**src/rtl/dmem_pkg.sv**
```systemverilog
// Shared widths, FSM state type and address-range helper for the data-memory arbiter.
package dmem_pkg;

    localparam int ADDR_W = 20;
    localparam int DATA_W = 32;

    typedef enum logic [0:0] {
        ST_IDLE    = 1'b0,
        ST_RD_WAIT = 1'b1
    } state_t;

    // True when any address bit above the physical RAM width is set.
    function automatic logic addr_oor(input logic [31:0] addr, input int aw);
        return (addr >> aw) != 32'd0;
    endfunction

endpackage

```
**src/rtl/rr_arb2.sv**
```systemverilog
// Two-way round-robin picker; on a tie the master not granted most recently wins.
module rr_arb2 (
    input  logic       clk,
    input  logic       rst,
    input  logic [1:0] req,
    input  logic       advance,
    output logic [1:0] gnt
);

    // 1 means master 1 was granted last, so reset value favours master 0.
    logic last_r;

    // Combinational pick from current requests and last-grant pointer.
    always_comb begin
        gnt = 2'b00;
        case (req)
            2'b01:   gnt = 2'b01;
            2'b10:   gnt = 2'b10;
            2'b11:   gnt = last_r ? 2'b01 : 2'b10;
            default: gnt = 2'b00;
        endcase
    end

    // Last-grant pointer update.
    always_ff @(posedge clk or posedge rst) begin
        if (rst) begin
            last_r <= 1'b1;
        end else if (advance && (gnt != 2'b00)) begin
            last_r <= gnt[1];
        end
    end

endmodule

```
**src/rtl/dmem_arbiter.sv**
```systemverilog
// Two-master data-RAM arbiter: combinational grant in IDLE, reads complete two cycles after grant.
module dmem_arbiter #(
    parameter int ADDR_W = dmem_pkg::ADDR_W,
    parameter int DATA_W = dmem_pkg::DATA_W
) (
    input  logic              clk,
    input  logic              rst,
    input  logic              m0_req,
    input  logic              m0_we,
    input  logic [31:0]       m0_addr,
    input  logic [DATA_W-1:0] m0_wdata,
    input  logic              m1_req,
    input  logic              m1_we,
    input  logic [31:0]       m1_addr,
    input  logic [DATA_W-1:0] m1_wdata,
    output logic              m0_gnt,
    output logic              m0_rvalid,
    output logic [DATA_W-1:0] m0_rdata,
    output logic              m0_err,
    output logic              m1_gnt,
    output logic              m1_rvalid,
    output logic [DATA_W-1:0] m1_rdata,
    output logic              m1_err,
    output logic [ADDR_W-1:0] ram_addr,
    output logic [DATA_W-1:0] ram_din,
    output logic              ram_we,
    input  logic [DATA_W-1:0] ram_dout
);

    import dmem_pkg::*;

    state_t            state_r;
    state_t            state_nxt_s;
    logic [1:0]        req_s;
    logic [1:0]        gnt_s;
    logic              grant_s;
    logic              sel_we_s;
    logic              sel_oor_s;
    logic [31:0]       sel_addr_s;
    logic [DATA_W-1:0] sel_wdata_s;
    logic              rd_master_r;
    logic              rd_oor_r;
    logic [1:0]        rvalid_r;
    logic [1:0]        err_r;
    logic [DATA_W-1:0] rdata0_r;
    logic [DATA_W-1:0] rdata1_r;

    assign req_s   = (state_r == ST_IDLE) ? {m1_req, m0_req} : 2'b00;
    assign grant_s = |gnt_s;

    rr_arb2 u_arb (
        .clk     (clk),
        .rst     (rst),
        .req     (req_s),
        .advance (grant_s),
        .gnt     (gnt_s)
    );

    // Route the granted master's request fields.
    always_comb begin
        if (gnt_s[1]) begin
            sel_we_s    = m1_we;
            sel_addr_s  = m1_addr;
            sel_wdata_s = m1_wdata;
        end else begin
            sel_we_s    = m0_we;
            sel_addr_s  = m0_addr;
            sel_wdata_s = m0_wdata;
        end
        sel_oor_s = addr_oor(sel_addr_s, ADDR_W);
    end

    // RAM port drive; quiet when nothing is granted, writes suppressed when out of range.
    always_comb begin
        if (grant_s) begin
            ram_addr = sel_addr_s[ADDR_W-1:0];
            ram_din  = sel_wdata_s;
            ram_we   = sel_we_s & ~sel_oor_s;
        end else begin
            ram_addr = {ADDR_W{1'b0}};
            ram_din  = {DATA_W{1'b0}};
            ram_we   = 1'b0;
        end
    end

    // Next-state logic: a granted read spends one cycle in RD_WAIT.
    always_comb begin
        state_nxt_s = state_r;
        case (state_r)
            ST_IDLE: begin
                if (grant_s && !sel_we_s) begin
                    state_nxt_s = ST_RD_WAIT;
                end else begin
                    state_nxt_s = ST_IDLE;
                end
            end
            ST_RD_WAIT: state_nxt_s = ST_IDLE;
            default:    state_nxt_s = ST_IDLE;
        endcase
    end

    // State register plus owner/range of the outstanding read.
    always_ff @(posedge clk or posedge rst) begin
        if (rst) begin
            state_r     <= ST_IDLE;
            rd_master_r <= 1'b0;
            rd_oor_r    <= 1'b0;
        end else begin
            state_r <= state_nxt_s;
            if (grant_s && !sel_we_s) begin
                rd_master_r <= gnt_s[1];
                rd_oor_r    <= sel_oor_s;
            end
        end
    end

    // Capture RAM data at the end of RD_WAIT; the other master's rdata holds.
    always_ff @(posedge clk or posedge rst) begin
        if (rst) begin
            rvalid_r <= 2'b00;
            err_r    <= 2'b00;
            rdata0_r <= {DATA_W{1'b0}};
            rdata1_r <= {DATA_W{1'b0}};
        end else begin
            rvalid_r <= 2'b00;
            err_r    <= 2'b00;
            if (state_r == ST_RD_WAIT) begin
                rvalid_r[rd_master_r] <= 1'b1;
                err_r[rd_master_r]    <= rd_oor_r;
                if (rd_master_r) begin
                    rdata1_r <= rd_oor_r ? {DATA_W{1'b0}} : ram_dout;
                end else begin
                    rdata0_r <= rd_oor_r ? {DATA_W{1'b0}} : ram_dout;
                end
            end
        end
    end

    assign m0_gnt    = gnt_s[0];
    assign m1_gnt    = gnt_s[1];
    assign m0_err    = (gnt_s[0] & sel_oor_s) | err_r[0];
    assign m1_err    = (gnt_s[1] & sel_oor_s) | err_r[1];
    assign m0_rvalid = rvalid_r[0];
    assign m1_rvalid = rvalid_r[1];
    assign m0_rdata  = rdata0_r;
    assign m1_rdata  = rdata1_r;

endmodule

```
**config.mk**
```make
export PLATFORM = sky130hd
export DESIGN_NAME = dmem_arbiter
export DESIGN_NICKNAME = d
export VERILOG_FILES = /design/src/rtl/dmem_pkg.sv /design/src/rtl/rr_arb2.sv /design/src/rtl/dmem_arbiter.sv
export SDC_FILE = /design/constraint.sdc
export NUM_CORES = 1
export LEC_CHECK = 0
export BUFFER_PORTS_ARGS = -buffer_cell sky130_fd_sc_hd__buf_2
export CAP_MARGIN = 20
export CORE_AREA = 2 2 114 116
export DETAILED_ROUTE_END_ITERATION = 10
export DIE_AREA = 0 0 116 118
export SKIP_LAST_GASP = 1
export SLEW_MARGIN = 10
export SYNTH_ARGS = -nofsm -noshare
export SYNTH_HDL_FRONTEND = slang
export SYNTH_SLANG_ARGS = --single-unit
```
**constraint.sdc**
```tcl
create_clock -name clk -period 2.17 [get_ports clk]
set_input_delay 0.3255 -clock clk [delete_from_list [all_inputs] [get_ports clk]]
set_output_delay 0.3255 -clock clk [all_outputs]
set_load 0.005 [all_outputs]
```
=== Yosys cells after proc, flatten, opt, wreduce, memory -nomap -nowiden ===
Index checks and enable logic that the tools add are counted.

* Register bits: 72
* Word-level logic and storage cells: 47
* Output and inout port bits: 123
* Input port bits: 166

* Muxes and demuxes: 16
* Equal/unequal tests: 3
* Magnitude comparators: 2
* Bitwise gates (word level): 9
* Reduce and logical (&&, ||, !) cells: 9

{| class="wikitable"
|+ Operators by type and width
! cell !! number
|-
| 2-to-1 mux 32 bit || 4
|-
| nonzero test 32 bit || 1
|-
| 2-to-1 mux 20 bit || 1
|-
| 2-to-1 mux 2 bit || 4
|-
| one-hot mux 2 bit (3 select lines) || 1
|-
| == test 2 bit (second input constant) || 2
|-
| 2-to-1 mux 1 bit || 4
|-
| AND reduction 2 bit || 2
|-
| bitwise AND 1 bit || 3
|-
| logical AND 1 bit || 3
|-
| NOT 1 bit || 3
|-
| bitwise AND 2 bit || 1
|-
| == test 2 x 1 -> 1 bit (second input constant) || 1
|-
| less-than comparator 1 x 2 -> 1 bit (second input constant) || 1
|-
| bitwise OR 1 bit || 2
|-
| one-hot mux 1 bit (2 select lines) || 1
|-
| nonzero test 2 bit || 1
|-
| OR reduction 2 bit || 1
|-
| demux 1 bit (select 1 bit) || 1
|-
| greater-or-equal comparator 1 bit (second input constant) || 1
|-
| logical NOT 1 bit || 1
|}

=== Longest topological paths before layout ===
* Depth after elaboration: 8
* Gate-level depth with buffers: 7
* Depth with buffers taken out: 5

=== Hierarchy ===
A second synthesis with hierarchy kept.

* Cell total of the unflattened synthesis: 355
* Area, all modules: 3331.9 um2

{| class="wikitable"
|+ By module, submodules not included
! module !! cells each !! area an instance (um2) !! sequential area each (um2) !! instances
|-
| dmem_arbiter || 348 || 3271.9 || 1776.7 || 1
|-
| rr_arb2 || 7 || 60.1 || 26.3 || 1
|}

=== Least setup slack after synthesis ===
No wires, ideal clock.

* Kind: flip-flop to output port
* Start: reg u_arb.last_r
* End: out ram_din[23]
* Buffers on the path: 2
* Cell stages (with the launch flop): 7
* Data required time: 1845 ps
* Path slack: 507 ps
* Arrival: 1338 ps
* Cell sequence: dfstp_2 -> and2_1 -> or2_4 -> buf_6 -> buf_2 -> nand2_1 -> a21oi_1

* Longest elaborated chain between the ends: 4
* Elaborated cells between the ends (all ways): 5
* Those cells by class: mux: 4; reduce/logical: 1

{| class="wikitable"
|+ Ends and longest elaborated chain
! what !! RTL line !! RTL
|-
| start: declaration || rr_arb2.sv:11 || <nowiki>logic last_r;</nowiki>
|-
| start signal: assignment || rr_arb2.sv:29 || <nowiki>last_r <= gnt[1];</nowiki>
|-
| 2-to-1 mux 2 bit * || rr_arb2.sv:19 || <nowiki>2'b11: gnt = last_r ? 2'b01 : 2'b10;</nowiki>
|-
| one-hot mux 2 bit (3 select lines) * || rr_arb2.sv:16 || <nowiki>case (req)</nowiki>
|-
| 2-to-1 mux 32 bit or OR reduction 2 bit (tied branches) || dmem_arbiter.sv:61, dmem_arbiter.sv:49 ||
|-
| 2-to-1 mux 32 bit * || dmem_arbiter.sv:75 || <nowiki>if (grant_s) begin</nowiki>
|-
| end: declaration || dmem_arbiter.sv:25 || <nowiki>output logic [DATA_W-1:0] ram_din,</nowiki>
|}

Every way passes the cells marked *; elsewhere a longest branch is shown, timed or not.

=== Final worst setup path ===
* Start: reg state_r
* End: out ram_addr[12]

* Longest elaborated chain between the ends: 5
* Elaborated cells between the ends (all ways): 8
* Those cells by class: eq/ne: 3; mux: 4; reduce/logical: 1

{| class="wikitable"
|+ Ends and longest elaborated chain
! what !! RTL line !! RTL
|-
| start: declaration || dmem_arbiter.sv:32 || <nowiki>state_t state_r;</nowiki>
|-
| start signal: assignment || dmem_arbiter.sv:109 || <nowiki>state_r <= state_nxt_s;</nowiki>
|-
| 2-to-1 mux 2 bit * || dmem_arbiter.sv:48 || <nowiki>assign req_s = (state_r == ST_IDLE) ? {m1_req, m0_req} : 2'b00;</nowiki>
|-
| == test 2 bit or == test 2 x 1 -> 1 bit (tied branches) || rr_arb2.sv:16 ||
|-
| one-hot mux 2 bit (3 select lines) * || rr_arb2.sv:16 ||
|-
| 2-to-1 mux 32 bit or OR reduction 2 bit (tied branches) || dmem_arbiter.sv:61, dmem_arbiter.sv:49 ||
|-
| 2-to-1 mux 20 bit * || dmem_arbiter.sv:75 ||
|-
| end: declaration || dmem_arbiter.sv:24 || <nowiki>output logic [ADDR_W-1:0] ram_addr,</nowiki>
|}

Marked as above.

==> impl_metrics.ini <==
[timing]
worst_slew_pin_slew_ns = 0.492
fin_ws_ns = -0.0474
post-route-min-period_ns = 2.22
clock-skew-final_ns = 0.00214
hold_violation_count_in_the_final_report = 0
fin_worst_hold_slack_ns = 0.0225
setup-violations-final = 35
final_max_slew_viol_count = 0
rsz0062_at_grt = yes
period_share = 1.02
maxSlewHeadroom = 0.672
fmax_achieved_mhz = 451

[critical_path]
crit_arrival_ns = 1.89
worst-setup-path-type = reg2out
critPathRequiredTime_ns = 1.84
worstSetupEndpointType = output port
flop_to_flop_setup_slack_ns = 0.38
worst_setup_path_start_kind = flip-flop
timing.critical_path.fanout_max = 7

[synth]
syn_area_per_cell_sq_um = 7.76
postSynth.topFlopCell = sky130_fd_sc_hd__dfrtp_1
postSynthRegisterBits = 72
netlist-cell-type-count = 27
ys_warn_count = 0
post_synth_instance_area_sq_um = 3550
synthesis.instances = 458
synth_enable_flop_cells = 0
synth_async_sr_flop_share = 1.00
synth.yosys.seq_area_share = 0.508
synth_nets = 624

[route]
wl_per_cell_microns = 16.5
drt_pass1_iterations = 4
route.detailed.drc = 0
drt-vias-per-instance = 4.64
final_antenna_net_count = 0
first_iter_violations = 228
routed_wirelength_microns = 15400
vias = 4321

[cells_and_area]
nets = 920
final_layout_size_suffix_gt1_frac = 0.553
layout.cells.most_common = sky130_fd_sc_hd__buf_2
final_cell_mix = sky130_fd_sc_hd__buf_2, sky130_fd_sc_hd__nand2_1, sky130_fd_sc_hd__dfrtp_1
fin_area_sq_um = 6260
final-seq-area_sq_um = 1800
finalCoreUtilization = 0.504
multi_input_area_sq_um = 1880
num-fill-cells = 1251
area_growth_pct = 76.2

[place]
port_buffers = 288
hpwlAfterDp_microns = 10600
postPlaceCellArea_sq_um = 5190
routabilityCongestion = 0.923

[power]
ir_worst_vdd_mv = 0.438
p_per_area_nw_per_um2 = 736
fin_total_pwr_uw = 4610
leakage_uw = 0.00339

[floorplan]
fp-row-count = 41
dieWidth_microns = 116
vert_die_dim_microns = 118
die_area_sq_um = 13700
start_util = 0.286
coreArea_sq_um = 12400
ioPinCount = 289

[clock_network]
clock_sinks = 72
cts-root-buf = sky130_fd_sc_hd__clkbuf_16
postCtsHoldBufs = 0
insertion_delay_ns = 0.33
cts_max_path_buffers = 2
tritoncts_clock_tree = built
clk_transition_reported_paths_ns = 0.05
cts_buffers = 9
htree_levels = 3

[flow_run]
number_of_violations_of_the_max_capacitance_limit = 0

[status]
status = finished with violations
violations = negative setup slack

[grt]
gr-usage-all-layers = 0.207
globalRoute.totalOverflow = 0
number_of_antenna_violations_at_the_first_check_in_global_routing = 2
maximum_number_of_pins_on_one_net_before_global_route_repair = 67
grt_pass1_vias = 4281
wire_length_of_the_first_global_routing_pass_microns = 21900

[worst_hold_path]
min_path_type = in2async
layout make-up:
type	count	share of cell area
sequential	72	0.288
clock inverter	3	0.00640
timing repair buffer	316	0.311
antenna	2	0.000800
tap	172	0.0344
multi-input combinational	345	0.300
clock buffer	12	0.0426
timing repair inverter	3	0.00780
inverter	7	0.00840
synth_stat cells, types with 2 or more instances:
cell | instances | area share
sky130_fd_sc_hd__nand2_1 | 203 | 0.21
sky130_fd_sc_hd__a21oi_1 | 54 | 0.076
sky130_fd_sc_hd__buf_1 | 3 | 0.0032
sky130_fd_sc_hd__o21ai_0 | 65 | 0.092
sky130_fd_sc_hd__dfrtp_1 | 71 | 0.50
sky130_fd_sc_hd__buf_6 | 6 | 0.019
sky130_fd_sc_hd__o21bai_1 | 2 | 0.0042
sky130_fd_sc_hd__nor4_1 | 6 | 0.011
sky130_fd_sc_hd__inv_1 | 5 | 0.0053
sky130_fd_sc_hd__clkbuf_1 | 19 | 0.020
sky130_fd_sc_hd__nor2_1 | 3 | 0.0032
sky130_fd_sc_hd__buf_2 | 6 | 0.0085
sequential cells by signal, indices dropped and copies added, names as in the netlist:
name and flops:
m0_rdata 32, m1_rdata 32, err_r 2, rvalid_r 2, rd_master_r 1, rd_oor_r 1
state_r 1, u_arb.last_r 1
layer usage:
metal,up-vias,global-route usage,part of all wire
li1,2085,-,-
met1,1994,0.241,0.39
met2,203,0.340,0.48
met3,39,0.0793,0.099
met4,0,0.0804,0.034
met5,-,0,0
logic make-up (layout without fill, tap and decap cells):
logic type	after synthesis	after routing	synth area share
AO/OA/AOI/OAI	126	126	0.187
buffers and inverters	41	341	0.0595
flip-flops	72	72	0.508
multiplexers	1	1	0.00423
other	0	2	0
AND/OR/NAND/NOR	218	218	0.242
path summary, 6_finish.rpt:
| check | startpoint | end | cells past startpoint |
|---|---|---|---|
| min | rst | m0_rdata[18] | 2 |
| max reg2reg | state_r | rd_oor_r | 6 |
| min reg2reg | m1_rdata[6] | m1_rdata[6] | 2 |
| max in group asynchronous | rst | m0_rdata[4] | 3 |
| max | state_r | ram_addr[12] | 8 |
| min in group clk | m1_we | rd_master_r | 2 |
repair_timing:
item	CTS	global route
setup buffers	8	3
pin swaps	5	36
gates cloned	5	6
gates resized for setup	24	93
endpoints found under the setup margin	49	53
power breakdown:
group          internal (uW)  switching [uW]
clock network            972             519
logic                    773             914
registers               1400            26.2
stage by stage:
stage	TNS [ns]	setup WS, ns	instances
after floorplan	0	0.0212	458
after global placement	0	0.256	893
after detailed placement	0	0.221	893
after CTS	-0.0438	-0.0199	921
after global routing	-4.05	-0.118	931
final	-0.646	-0.0474	932
worst max-delay path, cell delays in order, from the launching register on:
cell	delay (ns)
sky130_fd_sc_hd__dfrtp_1	0.39
sky130_fd_sc_hd__nand2b_4	0.15
sky130_fd_sc_hd__or2_4	0.32
sky130_fd_sc_hd__buf_12	0.17
sky130_fd_sc_hd__buf_8	0.14
sky130_fd_sc_hd__clkinv_8	0.07
sky130_fd_sc_hd__nand2_1	0.05
sky130_fd_sc_hd__a21oi_1	0.13
sky130_fd_sc_hd__buf_2	0.14
(Power assumes the default switching activity.)
